`src/rtl/machine_loader_pkg.sv`:
```
// Shared encodings for the machine state loader: stream header layout, op codes,
// controller states and halt-cause codes.
package machine_loader_pkg;

    typedef enum logic [1:0] {
        OP_REG     = 2'b00,
        OP_MEM     = 2'b01,
        OP_RUN     = 2'b10,
        OP_ILLEGAL = 2'b11
    } op_e;

    typedef enum logic [2:0] {
        HDR,
        DATA,
        RUN,
        DONE,
        ERROR
    } state_e;

    typedef enum logic [1:0] {
        CAUSE_NONE      = 2'b00,
        CAUSE_ZERO_INST = 2'b01,
        CAUSE_BUDGET    = 2'b10,
        CAUSE_PROTOCOL  = 2'b11
    } cause_e;

    localparam int HDR_W       = 32;
    localparam int HDR_OP_LO   = 30;
    localparam int HDR_CNT_LO  = 24;
    localparam int HDR_CNT_W   = 6;
    localparam int HDR_BASE_W  = 24;

    function automatic op_e hdr_op(input logic [HDR_W-1:0] word);
        return op_e'(word[HDR_OP_LO +: 2]);
    endfunction

    // Header carries count-1, so a field value of 0 means a single payload word.
    function automatic logic [HDR_CNT_W-1:0] hdr_count_m1(input logic [HDR_W-1:0] word);
        return word[HDR_CNT_LO +: HDR_CNT_W];
    endfunction

    function automatic logic [HDR_BASE_W-1:0] hdr_base(input logic [HDR_W-1:0] word);
        return word[HDR_BASE_W-1:0];
    endfunction

endpackage

```
`src/rtl/run_watchdog.sv`:
```
// Counts machine cycles while running and raises a stop request on a zero
// instruction or when the cycle budget is exhausted; zero instruction wins a tie.
module run_watchdog
    import machine_loader_pkg::*;
#(
    parameter int DATA_W       = 32,
    parameter int CNT_W        = 16,
    parameter int CYCLE_BUDGET = 64
) (
    input  logic              clk,
    input  logic              reset,
    input  logic              clear,
    input  logic              active,
    input  logic [DATA_W-1:0] inst,
    output logic [CNT_W-1:0]  cycles,
    output logic              stop,
    output cause_e            cause
);

    localparam logic [CNT_W-1:0] LAST_CYCLE = CNT_W'(CYCLE_BUDGET - 1);

    logic [CNT_W-1:0] cycles_reg;
    logic             zero_inst;
    logic             budget_hit;

    assign zero_inst  = (inst == '0);
    assign budget_hit = (cycles_reg == LAST_CYCLE);
    assign stop       = active && (zero_inst || budget_hit);
    assign cause      = zero_inst ? CAUSE_ZERO_INST : CAUSE_BUDGET;
    assign cycles     = cycles_reg;

    // The count freezes on the stop cycle so the reported value is the cycle that stopped.
    always_ff @(posedge clk) begin
        if (!reset) begin
            cycles_reg <= '0;
        end else if (clear) begin
            cycles_reg <= '0;
        end else if (active && !stop) begin
            cycles_reg <= cycles_reg + CNT_W'(1);
        end
    end

endmodule

```
`src/rtl/machine_state_loader.sv`:
```
// Preloads the machine's register file and data memory from a header/payload word
// stream, launches the machine, and freezes it on halt or budget expiry.
module machine_state_loader
    import machine_loader_pkg::*;
#(
    parameter int DATA_W       = 32,
    parameter int RF_ADDR_W    = 5,
    parameter int MEM_ADDR_W   = 24,
    parameter int CYCLE_BUDGET = 64,
    parameter int CNT_W        = 16
) (
    input  logic                  clk,
    input  logic                  reset,
    input  logic                  cmd_valid,
    output logic                  cmd_ready,
    input  logic [DATA_W-1:0]     cmd_data,
    input  logic [DATA_W-1:0]     inst,
    output logic                  machine_reset,
    output logic                  rf_we,
    output logic [RF_ADDR_W-1:0]  rf_waddr,
    output logic [DATA_W-1:0]     rf_wdata,
    output logic                  mem_we,
    output logic [MEM_ADDR_W-1:0] mem_addr,
    output logic [DATA_W-1:0]     mem_wdata,
    output logic                  run_done,
    output logic [1:0]            halt_cause,
    output logic [CNT_W-1:0]      cycles
);

    state_e                  state_reg;
    op_e                     op_reg;
    logic [MEM_ADDR_W-1:0]   ptr_reg;
    logic [HDR_CNT_W-1:0]    rem_reg;
    logic                    cmd_ready_reg;
    logic                    machine_reset_reg;
    logic                    rf_we_reg;
    logic [RF_ADDR_W-1:0]    rf_waddr_reg;
    logic [DATA_W-1:0]       rf_wdata_reg;
    logic                    mem_we_reg;
    logic [MEM_ADDR_W-1:0]   mem_addr_reg;
    logic [DATA_W-1:0]       mem_wdata_reg;
    logic                    run_done_reg;
    cause_e                  halt_cause_reg;

    logic                    accept;
    op_e                     cmd_op;
    logic [MEM_ADDR_W-1:0]   cmd_base;
    logic [RF_ADDR_W-1:0]    rf_ptr_next;
    logic [MEM_ADDR_W-1:0]   ptr_next;
    logic                    run_start;
    logic                    stop;
    cause_e                  stop_cause;

    assign accept    = cmd_valid && cmd_ready_reg;
    assign cmd_op    = hdr_op(cmd_data);
    assign run_start = (state_reg == HDR) && accept && (cmd_op == OP_RUN);

    // Register loads only use the low index bits of the base field.
    always_comb begin
        cmd_base = MEM_ADDR_W'(hdr_base(cmd_data));
        if (cmd_op == OP_REG) begin
            cmd_base = MEM_ADDR_W'(cmd_data[RF_ADDR_W-1:0]);
        end
    end

    // Register pointer wraps within the register file; memory pointer wraps naturally.
    always_comb begin
        rf_ptr_next = ptr_reg[RF_ADDR_W-1:0] + RF_ADDR_W'(1);
        ptr_next    = ptr_reg + MEM_ADDR_W'(1);
        if (op_reg == OP_REG) begin
            ptr_next = MEM_ADDR_W'(rf_ptr_next);
        end
    end

    run_watchdog #(
        .DATA_W       (DATA_W),
        .CNT_W        (CNT_W),
        .CYCLE_BUDGET (CYCLE_BUDGET)
    ) u_run_watchdog (
        .clk    (clk),
        .reset  (reset),
        .clear  (run_start),
        .active (state_reg == RUN),
        .inst   (inst),
        .cycles (cycles),
        .stop   (stop),
        .cause  (stop_cause)
    );

    always_ff @(posedge clk) begin
        if (!reset) begin
            state_reg         <= HDR;
            op_reg            <= OP_REG;
            ptr_reg           <= '0;
            rem_reg           <= '0;
            cmd_ready_reg     <= 1'b0;
            machine_reset_reg <= 1'b1;
            rf_we_reg         <= 1'b0;
            rf_waddr_reg      <= '0;
            rf_wdata_reg      <= '0;
            mem_we_reg        <= 1'b0;
            mem_addr_reg      <= '0;
            mem_wdata_reg     <= '0;
            run_done_reg      <= 1'b0;
            halt_cause_reg    <= CAUSE_NONE;
        end else begin
            rf_we_reg  <= 1'b0;
            mem_we_reg <= 1'b0;
            case (state_reg)
                HDR: begin
                    cmd_ready_reg <= 1'b1;
                    if (accept) begin
                        case (cmd_op)
                            OP_REG, OP_MEM: begin
                                state_reg <= DATA;
                                op_reg    <= cmd_op;
                                ptr_reg   <= cmd_base;
                                rem_reg   <= hdr_count_m1(cmd_data);
                            end
                            OP_RUN: begin
                                state_reg         <= RUN;
                                cmd_ready_reg     <= 1'b0;
                                machine_reset_reg <= 1'b0;
                            end
                            default: begin
                                state_reg      <= ERROR;
                                cmd_ready_reg  <= 1'b0;
                                run_done_reg   <= 1'b1;
                                halt_cause_reg <= CAUSE_PROTOCOL;
                            end
                        endcase
                    end
                end
                DATA: begin
                    if (accept) begin
                        // r0 is hardwired: the word is consumed but never written.
                        if (op_reg == OP_REG) begin
                            rf_we_reg    <= (ptr_reg[RF_ADDR_W-1:0] != '0);
                            rf_waddr_reg <= ptr_reg[RF_ADDR_W-1:0];
                            rf_wdata_reg <= cmd_data;
                        end else begin
                            mem_we_reg    <= 1'b1;
                            mem_addr_reg  <= ptr_reg;
                            mem_wdata_reg <= cmd_data;
                        end
                        ptr_reg <= ptr_next;
                        if (rem_reg == '0) begin
                            state_reg <= HDR;
                        end else begin
                            rem_reg <= rem_reg - HDR_CNT_W'(1);
                        end
                    end
                end
                RUN: begin
                    if (stop) begin
                        state_reg         <= DONE;
                        machine_reset_reg <= 1'b1;
                        run_done_reg      <= 1'b1;
                        halt_cause_reg    <= stop_cause;
                    end
                end
                DONE, ERROR: begin
                    cmd_ready_reg     <= 1'b0;
                    machine_reset_reg <= 1'b1;
                    run_done_reg      <= 1'b1;
                end
                default: begin
                    state_reg <= HDR;
                end
            endcase
        end
    end

    assign cmd_ready     = cmd_ready_reg;
    assign machine_reset = machine_reset_reg;
    assign rf_we         = rf_we_reg;
    assign rf_waddr      = rf_waddr_reg;
    assign rf_wdata      = rf_wdata_reg;
    assign mem_we        = mem_we_reg;
    assign mem_addr      = mem_addr_reg;
    assign mem_wdata     = mem_wdata_reg;
    assign run_done      = run_done_reg;
    assign halt_cause    = halt_cause_reg;

endmodule

```
`config.mk`:
```
export PLATFORM = sky130hd
export DESIGN_NAME = machine_state_loader
export DESIGN_NICKNAME = d
export VERILOG_FILES = /design/src/rtl/machine_loader_pkg.sv /design/src/rtl/run_watchdog.sv /design/src/rtl/machine_state_loader.sv
export SDC_FILE = /design/constraint.sdc
export NUM_CORES = 1
export LEC_CHECK = 0
export BUFFER_PORTS_ARGS = -buffer_cell sky130_fd_sc_hd__buf_2
export CAP_MARGIN = 20
export CORE_MARGIN = 4
export CORE_UTILIZATION = 42
export CTS_BUF_LIST = sky130_fd_sc_hd__clkbuf_4 sky130_fd_sc_hd__clkbuf_8 sky130_fd_sc_hd__clkbuf_16
export CTS_CLUSTER_SIZE = 16
export DETAILED_ROUTE_END_ITERATION = 7
export PLACE_DENSITY = 0.76
export SETUP_SLACK_MARGIN = 0.1
export SLEW_MARGIN = 20
export SYNTH_ARGS = -nofsm -noshare
export SYNTH_HDL_FRONTEND = slang
export SYNTH_SLANG_ARGS = --single-unit
```
`constraint.sdc`:
```
create_clock -name clk -period 2.1 [get_ports clk]
set_clock_uncertainty 0.05 [all_clocks]
set_input_delay 0.21 -clock clk [delete_from_list [all_inputs] [get_ports clk]]
set_output_delay 0.21 -clock clk [all_outputs]
set_load 0.1 [all_outputs]
```
==> summary.txt, run 1 <==
Routing
  – First-iteration detailed-routing DRC count: 643
  – Mean number of vias per cell: 5.48
  – Vias: 7021
  – Drc violations: 0
  – Final WL: 20500 um
  – Final ANT Viol Nets: 0
  – Pre-antenna DRT Iters: 5
  – Post-DR wirelength/cell: 16.0 um

Setup path
  – Crit. End Element: flop
  – Startpoint types: flop
  – Worst EP required: 2360 ps
  – CP Depth: 5
  – WS Path Type: flop to flop
  – CP Buf/Inv Count: 1
  – Reg-to-reg slack, setup: 170 ps
  – Crit Path Max Fanout: 15
  – Max incr delay on CP: 530 ps
  – R2R depth: 5
  – CP delay by family, top: simple AND/OR/NAND/NOR gates
  – FF-to-FF Start: cmd_ready
  – Setup crit start: cmd_ready
  – Worst Path Arrival: 2190 ps
  – Critical Path, Cell by Cell: nand2_8 -> or4_4 -> buf_4 -> a22o_1 -> o31a_1
  – Critical path's slowest cell: or4_4
  – Reg2reg end: ptr_reg[18]
  – Worst setup path endpoint: ptr_reg[18]

Logic synthesis
  – Syn Area/Cell: 7.79 um2
  – Mapped Area: 0.00667 mm2
  – Main flop type after synthesis: dfxtp_1
  – Register bit total from synthesis: 151
  – Post-Syn Instances: 856
  – Synth top area share: 45.3%
  – Post-synth top area cell: dfxtp_1
  – Syn nets: 928
  – Number of synthesized flops with an enable pin: 0
  – Synth cell types: 68
  – Sequential element share of the synthesized area: 45.3%
  – Async SR Flop Fraction: 0%
  – Synth Warn #: 0
  – Largest cells by area after synthesis: dfxtp_1, nand2_1, a21oi_1, clkbuf_1, o21ai_0

Floorplan
  – Die Area: 0.0180 mm2
  – Chip height: 134 um
  – Boundary Pins: 183
  – Chip Width: 134 um
  – Initial core utilization: 43.4%
  – CORE AREA: 0.0154 mm2
  – FP Rows: 45

CTS
  – Longest Clk Path Bufs: 2
  – Clock net sink count: 151
  – CTS clk-pin slew, worst paths: 60 ps
  – CTS tree: done
  – Worst skew pair latency: 420 ps
  – H-tree Lvls: 4
  – Root Buffer: clkbuf_16
  – CTS buffer count: 17

STA
  – Final hold viol count: 0
  – Slew HR: 56.1%
  – Peak Freq: 0.517 GHz
  – Crit share post-route: 92.1%
  – Final min period: 1930 ps
  – Slew of the pin with the lowest slew margin: 659 ps
  – RSZ-0062 raised after global routing: true
  – Count of pins over their slew limit: 0
  – Setup violators final: 0
  – Setup_tns: 0 ps

Final layout
  – Layout cells sized above 1: 28.5%
  – Net count, final: 1130
  – Diodes inserted: 0
  – P&R area growth vs syn: 32.5%

Place
  – PortBufs: 182
  – Final HPWL DP: 14200 um
  – GP Congestion: 0.892

Pwr
  – Power per Cell Area: 769 mW/mm2
  – LEAKAGE: 3.51 nW
  – Worst vdd ir: 660 uV
  – Design Power: 0.00680 W

Global routing
  – First-pass GRT wire length: 32400 um
  – Largest net degree at the start of global routing: 63
  – Total grt overflow: 0
  – Initial antenna violation count: 0
  – Total Routing Usage GR: 21.9%
  – Number of global-route vias before repair: 6378

Job
  – Max cap viols: 0

Status
  – Status: complete, no violations

Worst hold path
  – HP Class: primary input to flop
-- repair_timing --
item,CTS,global route
pin swaps,0,1
hold buffers,14,0
gates cloned,0,1
setup endpoints to repair,6,69
setup buffers,0,3
gates resized for setup,3,17
hold endpoints to repair,22,0
-- cells in the mapped netlist (all sizes together), types with 11 or more instances --
| cell type | count |
|---|---|
| nand3 | 17 |
| buf | 26 |
| nor3 | 19 |
| nor4 | 18 |
| nand2 | 230 |
| nor2 | 34 |
| nand4 | 13 |
| o21ai | 28 |
| inv | 11 |
| or3 | 11 |
| dfxtp | 151 |
| clkbuf | 35 |
| a21oi | 135 |
-- cells in the final DEF, fill, tap and decap left out, types with 5 or more instances in the layout --
master / n
and3_1: 7
o22ai_1: 5
a31oi_1: 6
inv_6: 5
or4_1: 9
inv_1: 10
buf_4: 40
o31ai_1: 9
dlygate4sd3_1: 14
a21oi_1: 134
buf_6: 6
o211ai_1: 8
dfxtp_4: 15
nand4_1: 13
nor2_1: 30
nand2_1: 229
dfxtp_1: 132
o31a_1: 6
nand3_1: 16
nor3_1: 19
or3_1: 11
buf_2: 182
o21ai_0: 24
nor4_1: 16
clkbuf_16: 17
and4_1: 6
-- report_power, final --
| group | internal, W | switching, W |
|---|---|---|
| Combinational | 0.000247 | 0.000481 |
| Clock | 0.00185 | 0.00126 |
| Sequential | 0.00290 | 0.0000611 |
-- stage by stage --
step	instances	utilization (%)	setup slack [ps]	hold slack (ps)	cell area, um2
after global routing	1282	57.5	68.8	5.33	8840
after floorplan	856	-	39.0	296	6770
final	1282	57.5	165	13.8	8840
after global placement	1232	52.2	73.5	383	8020
after CTS	1278	57.0	119	1.11	8770
after detailed placement	1232	52.2	41.5	386	8020
-- worst min-delay path, stage by stage --
cell	delay [ps]
buf_2	120
nand2_1	50
a21oi_1	50
-- cells by family (layout without fill, tap and decap cells) --
group | after synthesis | in the layout | share of synthesized area, %
fa+ha+maj | 5 | 5 | 0.938
buf+inv | 72 | 287 | 4.69
mux | 2 | 2 | 0.319
flops | 151 | 151 | 45.3
simple gates | 392 | 392 | 28.0
compound gates | 234 | 234 | 20.7
-- final cells by class --
class | instances | area [um2]
Timing Repair Buffer | 244 | 1460
Inverter | 11 | 42.5
Clock inverter | 12 | 141
Fill cell | 1392 | 6540
Multi-Input combinational cell | 633 | 3380
Sequential cell | 151 | 3080
Clock buffer | 20 | 460
Tap cell | 211 | 264
-- metal layers --
layer	wire, um	GRT usage, %	vias to the layer above
li1	-	-	3431
met1	9340	30.6	3304
met2	9280	33.8	269
met3	1620	5.18	17
met4	225	6.63	0
met5	0	0	-
-- worst min-delay path by stage --
stage	startpoint	endpoint	slack, ps	depth (start not counted)
2_1_floorplan	cmd_data[22]	mem_wdata[22]	300	2
3_3_place_gp	run_done	run_done	380	2
3_5_place_dp	run_done	run_done	390	2
4_1_cts	cmd_data[14]	rf_wdata[14]	1	3
5_1_grt	cmd_data[5]	rf_wdata[5]	5	3
6_report	cmd_data[5]	rf_wdata[5]	10	3
Note: power is estimated with default switching activity, not from simulation.
==> inputs of run 2 (changes only) <==
Settings changed: SYNTH_HIERARCHICAL from default to 1.
==> run 2 against run 1 <==
  * Register-to-register slack gained 20 ps
  * Sequential cell count is the same
  * Worst setup slack gained 17 ps
  * Clock power shrank 10%
  * Routed wire length grew 0.61%
  * Die area shrank 0.51%
  * Highest routed layer unchanged
==> summary.txt, run 2 <==
Logic synthesis
  – Post-synth top area cell: dfxtp_1 (unchanged)
  – Number of synthesized flops with an enable pin: 0 (unchanged)
  – Largest cells by area after synthesis: dfxtp_1, nand2_1, a21oi_1, nor2_1, clkbuf_1 (was dfxtp_1, nand2_1, a21oi_1, clkbuf_1, o21ai_0)
  – Synth top area share: 45.6% (was 45.3%)
  – Async SR Flop Fraction: 0% (unchanged)
  – Synth cell types: 70 (was 68)
  – Main flop type after synthesis: dfxtp_1 (unchanged)
  – Most frequent cells after synthesis: nand2_1, dfxtp_1, a21oi_1 (unchanged)
  – Post-Syn Instances: 856 (unchanged)
  – Count leader, synth: nand2_1 (unchanged)
  – Synth Warn #: 6 (was 0)
  – Mapped Area: 0.00663 mm2 (was 0.00667 mm2)
  – Syn Area/Cell: 7.75 um2 (was 7.79 um2)
  – Register bit total from synthesis: 151 (unchanged)
  – Syn nets: 928 (unchanged)
  – Sequential element share of the synthesized area: 45.6% (was 45.3%)

Place
  – PortBufs: 182 (unchanged)
  – GP Congestion: 0.914 (was 0.892)
  – Final HPWL DP: 14300 um (was 14200 um)
  – Dpl cells: 1232 (unchanged)

Global routing
  – Total Routing Usage GR: 22.7% (was 21.9%)
  – Initial antenna violation count: 0 (unchanged)
  – Number of global-route vias before repair: 6426 (was 6378)
  – First-pass GRT wire length: 32900 um (was 32400 um)
  – Largest net degree at the start of global routing: 57 (was 63)
  – Total grt overflow: 0 (unchanged)

Setup path
  – Critical Path, Cell by Cell: nand2_4 -> or4_4 -> buf_6 -> a22o_1 -> o31a_1 (was nand2_8 -> or4_4 -> buf_4 -> a22o_1 -> o31a_1)
  – WS Path Type: flop to flop (unchanged)
  – CP Buf/Inv Count: 1 (unchanged)
  – R2R depth: 5 (unchanged)
  – CP delay by family, top: simple AND/OR/NAND/NOR gates (unchanged)
  – Critical path's slowest cell: or4_4 (unchanged)
  – Startpoint types: flop (unchanged)
  – Max incr delay on CP: 620 ps (was 530 ps)
  – Crit. End Element: flop (unchanged)
  – Setup crit start: cmd_ready (unchanged)
  – Worst Path Arrival: 2190 ps (about the same)
  – FF-to-FF Start: cmd_ready (unchanged)
  – Reg2reg end: ptr_reg[23] (was ptr_reg[18])
  – Crit Path Max Fanout: 13 (was 15)
  – Reg-to-reg slack, setup: 180 ps (was 170 ps)
  – Worst EP required: 2370 ps (was 2360 ps)

Final layout
  – Reg area: 0.00306 mm2 (was 0.00308 mm2)
  – Commonest non-fill, non-tap cells in the layout: nand2_1, buf_2, dfxtp_1 (was nand2_1, buf_2, a21oi_1)
  – Final Non-Filler Cells: 1294 (was 1282)
  – Filler cells: 1395 (was 1392)
  – Commonest non-fill, non-tap cell in the layout: nand2_1 (unchanged)
  – Diodes inserted: 0 (unchanged)
  – Final design utilization: 58.1% (was 57.5%)
  – Net count, final: 1143 (was 1130)
  – Layout cells sized above 1: 29.1% (was 28.5%)
  – Multi-input logic area: 0.00340 mm2 (was 0.00338 mm2)
  – P&R area growth vs syn: 34.2% (was 32.5%)

CTS
  – CTS buffer count: 17 (unchanged)
  – H-tree Lvls: 4 (unchanged)
  – Root Buffer: clkbuf_16 (unchanged)
  – Worst skew pair latency: 430 ps (was 420 ps)
  – CTS clk-pin slew, worst paths: 60 ps (about the same)
  – Clock net sink count: 151 (unchanged)
  – CTS tree: done (unchanged)
  – Longest Clk Path Bufs: 2 (unchanged)

Routing
  – Post-DR wirelength/cell: 15.9 um (was 16.0 um)
  – Mean number of vias per cell: 5.42 (was 5.48)
  – Drc violations: 0 (unchanged)
  – First-iteration detailed-routing DRC count: 642 (was 643)
  – Final WL: 20600 um (was 20500 um)
  – Pre-antenna DRT Iters: 5 (unchanged)
  – Final ANT Viol Nets: 0 (unchanged)
  – Vias: 7008 (was 7021)

STA
  – Setup violators final: 0 (unchanged)
  – Final hold viol count: 0 (unchanged)
  – Slew of the pin with the lowest slew margin: 685 ps (was 659 ps)
  – Crit share post-route: 91.3% (was 92.1%)
  – Hold_ws: 29.0 ps (was 13.8 ps)
  – Slew HR: 54.1% (was 56.1%)
  – Count of pins over their slew limit: 0 (unchanged)
  – RSZ-0062 raised after global routing: true (unchanged)
  – Peak Freq: 0.521 GHz (was 0.517 GHz)
  – Final min period: 1920 ps (was 1930 ps)
  – Setup_tns: 0 ps (unchanged)

Pwr
  – Power per Cell Area: 716 mW/mm2 (was 769 mW/mm2)
  – Worst vdd ir: 510 uV (was 660 uV)
  – LEAKAGE: 3.63 nW (was 3.51 nW)

Floorplan
  – Die Area: 0.0179 mm2 (was 0.0180 mm2)
  – CORE AREA: 0.0153 mm2 (was 0.0154 mm2)
  – Chip Width: 134 um (about the same)
  – Chip height: 134 um (about the same)
  – Initial core utilization: 43.3% (was 43.4%)
  – Boundary Pins: 183 (unchanged)
  – FP Rows: 45 (unchanged)

Worst hold path
  – Min-Delay Path Depth: 3 (unchanged)
  – Worst Hold Path EP: mem_wdata[15] (was rf_wdata[5])
  – Worst Min Path Start: cmd_data[15] (was cmd_data[5])
  – HP Class: primary input to flop (unchanged)

Job
  – Max cap viols: 0 (unchanged)

Status
  – Status: complete, no violations (unchanged)
run 2: changes by cell type in the layout (fill, tap and decap cells not counted), moves of 7 or more:
cell | before | now
or4_1 | 9 | 2
nand3_1 | 16 | 24
nor2_1 | 30 | 45
dfxtp_2 | 4 | 15
xor2_1 | 0 | 10
dfxtp_4 | 15 | 4
dlygate4sd3_1 | 14 | 25
o21ai_0 | 24 | 17
nor4_1 | 16 | 7
a21oi_1 | 134 | 126
run 2: metal layers:
layer / vias up / GRT usage (%) / share of wire [%]
li1: 3399 / - / -
met5: - / 0 / 0
met3: 51 / 7.29 / 9.1
met1: 3249 / 29.9 / 43
met4: 0 / 7.83 / 2.4
met2: 309 / 35.2 / 45
run 2: power by group:
part | switching, W | internal (W)
clock network | 0.00125 | 0.00154
logic | 0.000401 | 0.000228
registers | 0.0000460 | 0.00290
run 2: cell families (layout without fill, tap and decap cells):
family / Yosys count / in the layout / share of synthesized area (%)
AOI/OAI and AO/OA: 213 / 213 / 19.1
xor gates and xnor gates: 10 / 10 / 1.32
adders and majority gates: 5 / 5 / 0.944
buffers and inverters: 72 / 299 / 4.96
DFF: 151 / 151 / 45.6
muxes: 2 / 2 / 0.321
and+or+nand+nor: 403 / 403 / 27.8
run 2: area by class of cell:
class                           instances  share of cell area (%)
Sequential cell                       151                    34.4
Clock buffer                           18                    4.94
Clock inverter                         13                    1.11
Tap cell                              211                    2.97
Multi-Input combinational cell        633                    38.2
Timing Repair Buffer                  255                    17.8
Inverter                               13                   0.591
run 2: worst register-to-register path: cells and delay by family (launching register included):
family	cells	cell delay [ps]
buf+inv	1	200
flops	1	380
compound gates	2	520
simple gates	2	670
run 2: how the worst max path moves through the flow:
stage | slack, ps | cells after the start | endpoint
after floorplan | 20 | 9 | halt_cause[0]
after global routing | 60 | 9 | halt_cause[0]
after detailed placement | 40 | 11 | halt_cause[1]
final | 180 | 5 | ptr_reg[23]
after CTS | 120 | 7 | ptr_reg[15]
after global placement | 90 | 11 | halt_cause[1]
run 2: repair_timing:
item / CTS / global route
hold buffers: 25 / 0
endpoints found under the setup margin: 0 / 25
buffers inserted: 0 / 6
gates resized for setup: 0 / 18
hold endpoints to repair: 44 / 0
run 2: stage by stage:
step / total power, W / setup slack, ps / instance area [um2]
final: 0.00637 / 182 / 8900
after global routing: 0.00659 / 59.9 / 8900
after CTS: 0.00641 / 123 / 8780
after detailed placement: 0.00358 / 40.7 / 7990
after global placement: 0.00358 / 91.4 / 7990
after floorplan: 0.00336 / 20.8 / 6710
